--- src/rtl/cv32e40p_core_v_xif_pkg.sv ---
// CORE-V-XIF struct types shared between the core and its coprocessors.
package cv32e40p_core_v_xif_pkg;

  parameter int X_DATAWIDTH = 32;
  parameter int X_NUM_RS    = 3;
  parameter int X_ID_WIDTH  = 4;
  parameter int X_RFR_WIDTH = 32;
  parameter int X_RFW_WIDTH = 32;

  typedef struct packed {
    logic [31:0]                          instr;
    logic [1:0]                           mode;
    logic [X_ID_WIDTH-1:0]                id;
    logic [X_NUM_RS-1:0][X_RFR_WIDTH-1:0] rs;
    logic [X_NUM_RS-1:0]                  rs_valid;
    logic [5:0]                           ecs;
    logic                                 ecs_valid;
  } x_issue_req_t;

  typedef struct packed {
    logic accept;
    logic writeback;
    logic dualwrite;
    logic dualread;
    logic loadstore;
    logic ecswrite;
    logic exc;
  } x_issue_resp_t;

  typedef struct packed {
    logic [X_ID_WIDTH-1:0] id;
    logic                  commit_kill;
  } x_commit_t;

  typedef struct packed {
    logic [X_ID_WIDTH-1:0]              id;
    logic [X_RFW_WIDTH-1:0]             data;
    logic [4:0]                         rd;
    logic [X_RFW_WIDTH/X_DATAWIDTH-1:0] we;
    logic [2:0]                         ecswe;
    logic [5:0]                         ecsdata;
    logic                               exc;
    logic [5:0]                         exccode;
  } x_result_t;

endpackage

--- src/rtl/cv32e40p_xif_alu_coproc.sv ---
// XIF coprocessor for custom-0 ADD/SUB/XOR/MAC: results computed at issue,
// held in an in-order buffer until commit/kill, then returned in issue order.
module cv32e40p_xif_alu_coproc
  import cv32e40p_core_v_xif_pkg::*;
#(
  parameter int unsigned DEPTH  = 4,
  parameter logic [6:0]  OPCODE = 7'h0B
) (
  input  logic          clk,
  input  logic          rst_n,
  input  logic          x_issue_valid_i,
  output logic          x_issue_ready_o,
  input  x_issue_req_t  x_issue_req_i,
  output x_issue_resp_t x_issue_resp_o,
  input  logic          x_commit_valid_i,
  input  x_commit_t     x_commit_i,
  output logic          x_result_valid_o,
  input  logic          x_result_ready_i,
  output x_result_t     x_result_o,
  output logic          busy_o,
  output logic          protocol_err_o
);

  localparam int unsigned PW = $clog2(DEPTH);
  localparam logic [PW:0] DEPTH_C = (PW+1)'(DEPTH);

  typedef struct packed {
    logic                  vld;
    logic                  committed;
    logic                  killed;
    logic [X_ID_WIDTH-1:0] id;
    logic [4:0]            rd;
    logic [31:0]           data;
  } entry_t;

  entry_t [DEPTH-1:0] ent_q, ent_d;
  logic [PW-1:0]      head_q, head_d, tail_q, tail_d, cptr_q, cptr_d;
  logic [PW:0]        count_q, count_d;
  logic               err_q, err_d;

  logic [2:0]  funct3;
  logic        op_ok, rs_ok, push, pop, commit_ok;
  logic [31:0] rs0, rs1, rs2, alu_res;
  entry_t      head_ent, cptr_ent;
  logic        unused_req;

  assign funct3 = x_issue_req_i.instr[14:12];
  assign rs0    = x_issue_req_i.rs[0];
  assign rs1    = x_issue_req_i.rs[1];
  assign rs2    = x_issue_req_i.rs[2];
  assign op_ok  = (x_issue_req_i.instr[6:0] == OPCODE) &&
                  (x_issue_req_i.instr[31:25] == 7'd0) && !funct3[2];
  assign rs_ok  = x_issue_req_i.rs_valid[0] && x_issue_req_i.rs_valid[1] &&
                  ((funct3 != 3'd3) || x_issue_req_i.rs_valid[2]);

  assign unused_req = ^{x_issue_req_i.mode, x_issue_req_i.ecs,
                        x_issue_req_i.ecs_valid, x_issue_req_i.instr[24:15]};

  always_comb begin
    alu_res = '0;
    case (funct3[1:0])
      2'd0:    alu_res = rs0 + rs1;
      2'd1:    alu_res = rs0 - rs1;
      2'd2:    alu_res = rs0 ^ rs1;
      default: alu_res = rs0 * rs1 + rs2;
    endcase
  end

  // Rejected encodings always handshake so the core is never stalled by them.
  assign x_issue_ready_o = !op_ok || ((count_q < DEPTH_C) && rs_ok);

  always_comb begin
    x_issue_resp_o           = '0;
    x_issue_resp_o.accept    = op_ok;
    x_issue_resp_o.writeback = op_ok;
  end

  assign head_ent = ent_q[head_q];
  assign cptr_ent = ent_q[cptr_q];

  assign push      = x_issue_valid_i && x_issue_ready_o && op_ok;
  assign pop       = head_ent.vld &&
                     (head_ent.killed || (head_ent.committed && x_result_ready_i));
  assign commit_ok = x_commit_valid_i && cptr_ent.vld && !cptr_ent.committed &&
                     !cptr_ent.killed && (cptr_ent.id == x_commit_i.id);

  always_comb begin
    ent_d   = ent_q;
    head_d  = head_q;
    tail_d  = tail_q;
    cptr_d  = cptr_q;
    err_d   = err_q;
    count_d = count_q + {{PW{1'b0}}, push} - {{PW{1'b0}}, pop};
    if (pop) begin
      ent_d[head_q] = '0;
      head_d        = head_q + 1'b1;
    end
    if (x_commit_valid_i) begin
      if (commit_ok) begin
        if (x_commit_i.commit_kill) ent_d[cptr_q].killed = 1'b1;
        else                        ent_d[cptr_q].committed = 1'b1;
        cptr_d = cptr_q + 1'b1;
      end else begin
        err_d = 1'b1;
      end
    end
    if (push) begin
      ent_d[tail_q].vld       = 1'b1;
      ent_d[tail_q].committed = 1'b0;
      ent_d[tail_q].killed    = 1'b0;
      ent_d[tail_q].id        = x_issue_req_i.id;
      ent_d[tail_q].rd        = x_issue_req_i.instr[11:7];
      ent_d[tail_q].data      = alu_res;
      tail_d                  = tail_q + 1'b1;
    end
  end

  always_ff @(posedge clk or negedge rst_n) begin
    if (!rst_n) begin
      ent_q   <= '0;
      head_q  <= '0;
      tail_q  <= '0;
      cptr_q  <= '0;
      count_q <= '0;
      err_q   <= 1'b0;
    end else begin
      ent_q   <= ent_d;
      head_q  <= head_d;
      tail_q  <= tail_d;
      cptr_q  <= cptr_d;
      count_q <= count_d;
      err_q   <= err_d;
    end
  end

  assign x_result_valid_o = head_ent.vld && head_ent.committed;

  always_comb begin
    x_result_o = '0;
    if (x_result_valid_o) begin
      x_result_o.id   = head_ent.id;
      x_result_o.data = head_ent.data;
      x_result_o.rd   = head_ent.rd;
      x_result_o.we   = (head_ent.rd != 5'd0);
    end
  end

  assign busy_o         = (count_q != '0);
  assign protocol_err_o = err_q;

endmodule
--- config.mk ---
export PLATFORM = sky130hd
export DESIGN_NAME = cv32e40p_xif_alu_coproc
export DESIGN_NICKNAME = d
export VERILOG_FILES = /design/src/rtl/cv32e40p_core_v_xif_pkg.sv /design/src/rtl/cv32e40p_xif_alu_coproc.sv
export SDC_FILE = /design/constraint.sdc
export NUM_CORES = 2
export LEC_CHECK = 0
export ABC_CLOCK_PERIOD_IN_PS = 6200
export CORE_ASPECT_RATIO = 0.7
export CORE_MARGIN = 2
export CORE_UTILIZATION = 55
export CTS_BUF_LIST = sky130_fd_sc_hd__clkbuf_4
export DETAILED_ROUTE_END_ITERATION = 12
export HOLD_SLACK_MARGIN = 0.02
export PLACE_DENSITY = 0.8
export SLEW_MARGIN = 20
export SYNTH_ARGS = -nofsm -noshare
export SYNTH_HDL_FRONTEND = slang
export SYNTH_SLANG_ARGS = --single-unit
--- constraint.sdc ---
create_clock -name clk -period 6.2 [get_ports clk]
set_input_delay 0.62 -clock clk [delete_from_list [all_inputs] [get_ports clk]]
set_output_delay 0.62 -clock clk [all_outputs]
set_load 0.005 [all_outputs]
==> impl_metrics.toml <==
[floorplanning]
core_um2 = 51940
die_area_um2 = 54160
die_h_um = 195.3
die_x_um = 277.3
io_pins = 223
rows = 70
initial_core_util = 0.5537

[global_routing]
grt_max_degree = 100
grt_pass1_wl_um = 149900
grt_pass1_vias = 25810
antenna_found_initial = 8
grt-ovfl-total = 0
grt_use_total = 0.3636

[clock_tree]
insertion_delay_ps = 590
htreeDepth = 4
cts_root_buf = "clkbuf_4"
clk_pin_slew_worst_paths_ps = 160
cts_tree = "yes"
clock_path_buffers = 2
cts-buffers-inserted = 17
clock_sink_count = 186

[worst_setup_path]
crit_arrival_ps = 7750
end_kind = "flip-flop"
worstPathRequired_ps = 6710
cp_max_fo = 4
cp-start-kind = "primary input"
critical_path_class = "primary input to flip-flop"

[timing]
drv_slew = 0
tightest_slew_ps = 1020
rsz0062_at_grt = "true"
hold_viol_final = 0
layout_min_cycle_time_ps = 7233
period_share = 1.167
slew_headroom = 0.3175
finalClockSkew_ps = 21.52
fmax_mhz = 138.3
worst_slack_ps = -1033
finalSetupViolCount = 76

[layout]
layout_common_cells = "inv_1 (468), fa_1 (388), nand2_1 (375)"
final_common_cell = "inv_1"
drive_above_1_share = 0.2301
finalNetCount = 4374
area_growth_pct = 25.32

[synthesis]
synth_top_cell_area_share = 0.3063
synth_edf_count = 0
syn_area_per_cell_um2 = 9.035
synth_compound_area_frac = 0.08288
async_flop_share = 1.000
syn_inst = 3183
synthMuxAreaShare = 0.04364
synth-xor-area-share = 0.04982
synth.top_cells.by_area = "fa_1 (31%), dfrtp_1 (16%), ha_1 (8.1%)"
ys_ff_latch = 186
synthFlopType = "dfrtp_1"
yosysSeqAreaShare = 0.1618
yosysTopAreaCell = "fa_1"
yosys_warnings = 0
synth-simple-area-share = 0.1741
synth_top_family_by_area = "adder cells"
synth_area_um2 = 28760
synth_adder_area_share = 0.3872
ys_types = 67

[status]
violations = "setup timing"
status = "finished with violations"

[placement]
finalWeightedCongestion = 1.026
pre_cts_slack_ps = -1971
port-buffer-count = 182
dp_hpwl_um = 71610

[route]
vias = 25750
wirelength_um = 101100
drt_iter0_drc = 3249
dr.pass1.iters = 8
wl_per_cell_um = 23.51
vias_per_cell = 5.989
antenna_left = 0
drc = 0

[min_path]
hp-class = "primary input to async pin"

[flow_run]
drv_cap = 0
[worst max-delay path: stages]
cell,delay (ps)
buf_12,110
buf_4,140
buf_8,130
buf_6,110
and2_4,150
fa_1,470
fa_1,520
fa_1,540
inv_2,50
fa_1,530
inv_1,50
fa_1,480
fa_1,520
fa_1,510
inv_1,60
fa_1,540
inv_2,60
ha_4,250
buf_6,120
a21o_1,190
a221o_1,350
a221o_1,420
buf_4,180
xnor2_2,120
mux2i_1,140
mux2i_1,90
buf_4,160
o21ai_1,110
[repair_timing]
action,4_1_cts,5_1_grt
gates resized for setup,332,243
setup endpoints to repair,91,88
gates cloned,6,3
pin swaps,133,87
hold buffers,0,0
setup buffers,70,39
[synthesized netlist by cell type, drive strengths merged, types with 17 or more instances]
library cell / number
a21o: 20
a21oi: 81
a22o: 20
a31oi: 17
and2: 289
and3: 50
buf: 43
clkbuf: 171
dfrtp: 186
fa: 440
ha: 186
inv: 530
mux4: 48
nand2: 392
nand3: 143
nor2: 61
nor3: 22
o21ai: 159
xnor2: 105
xor2: 56
[kinds of logic after synthesis]
logic type                 after synthesis
adders and majority gates              626
DFF                                    186
xor gates and xnor gates               162
other                                    1
buffers and inverters                  745
muxes                                   65
and+or+nand+nor                       1012
AOI/OAI and AO/OA                      386
[sequential cells by signal, indices dropped and copies added, names as in the netlist]
signal and flops:
head_q 2, count_q 3, cptr_q 2, protocol_err_o 1
tail_q 2, ent_q 176
[through the flow]
step / instances / area, um^2 / setup TNS (ps) / utilization / hold slack, ps
floorplan: 3203 / 29240 / -40680 / - / 324.4
global placement: 4152 / 33390 / -127920 / 0.6429 / 461.4
detailed placement: 4152 / 33390 / -135890 / 0.6429 / 467.3
CTS: 4258 / 35130 / -44200 / 0.6764 / 142.8
global route: 4293 / 36030 / -63610 / 0.6936 / 162.5
finish: 4299 / 36040 / -52490 / 0.6939 / 71.14
[layer usage]
layer,up-vias,wire length [um],share of wire,GRT usage
met4,4,6248,0.062,0.1554
met3,494,14390,0.14,0.1018
li1,10840,-,-,-
met2,1919,42780,0.42,0.5366
met1,12490,37630,0.37,0.5058
met5,-,26,0.00026,0
[final timing paths]
path | to | cells after the start | slack, ps | from
worst max register to register | ent_q[2] | 6 | 2300 | head_q[1]
worst max-delay path | ent_q[158] | 28 | -1030 | x_issue_req_i[49]
min in group clk | protocol_err_o | 1 | 490 | protocol_err_o
worst min-delay path | count_q[1] | 1 | 70 | rst_n
worst min register to register | protocol_err_o | 1 | 490 | protocol_err_o
max in group asynchronous | ent_q[166] | 2 | 4800 | rst_n
[layout make-up]
cell class | instances | area, um^2
diodes | 8 | 20.02
clock buffers | 20 | 150.1
clock inverters | 12 | 102.6
fillers | 3616 | 15900
inverters | 531 | 1993
multi-input cells | 2272 | 22590
flip-flops and latches | 186 | 4657
well taps | 684 | 855.8
repair buffers | 586 | 5677
Power is left out: the tool's default activity adds up to more than one toggle a clock period on the data nets, which glitch-free logic cannot reach.
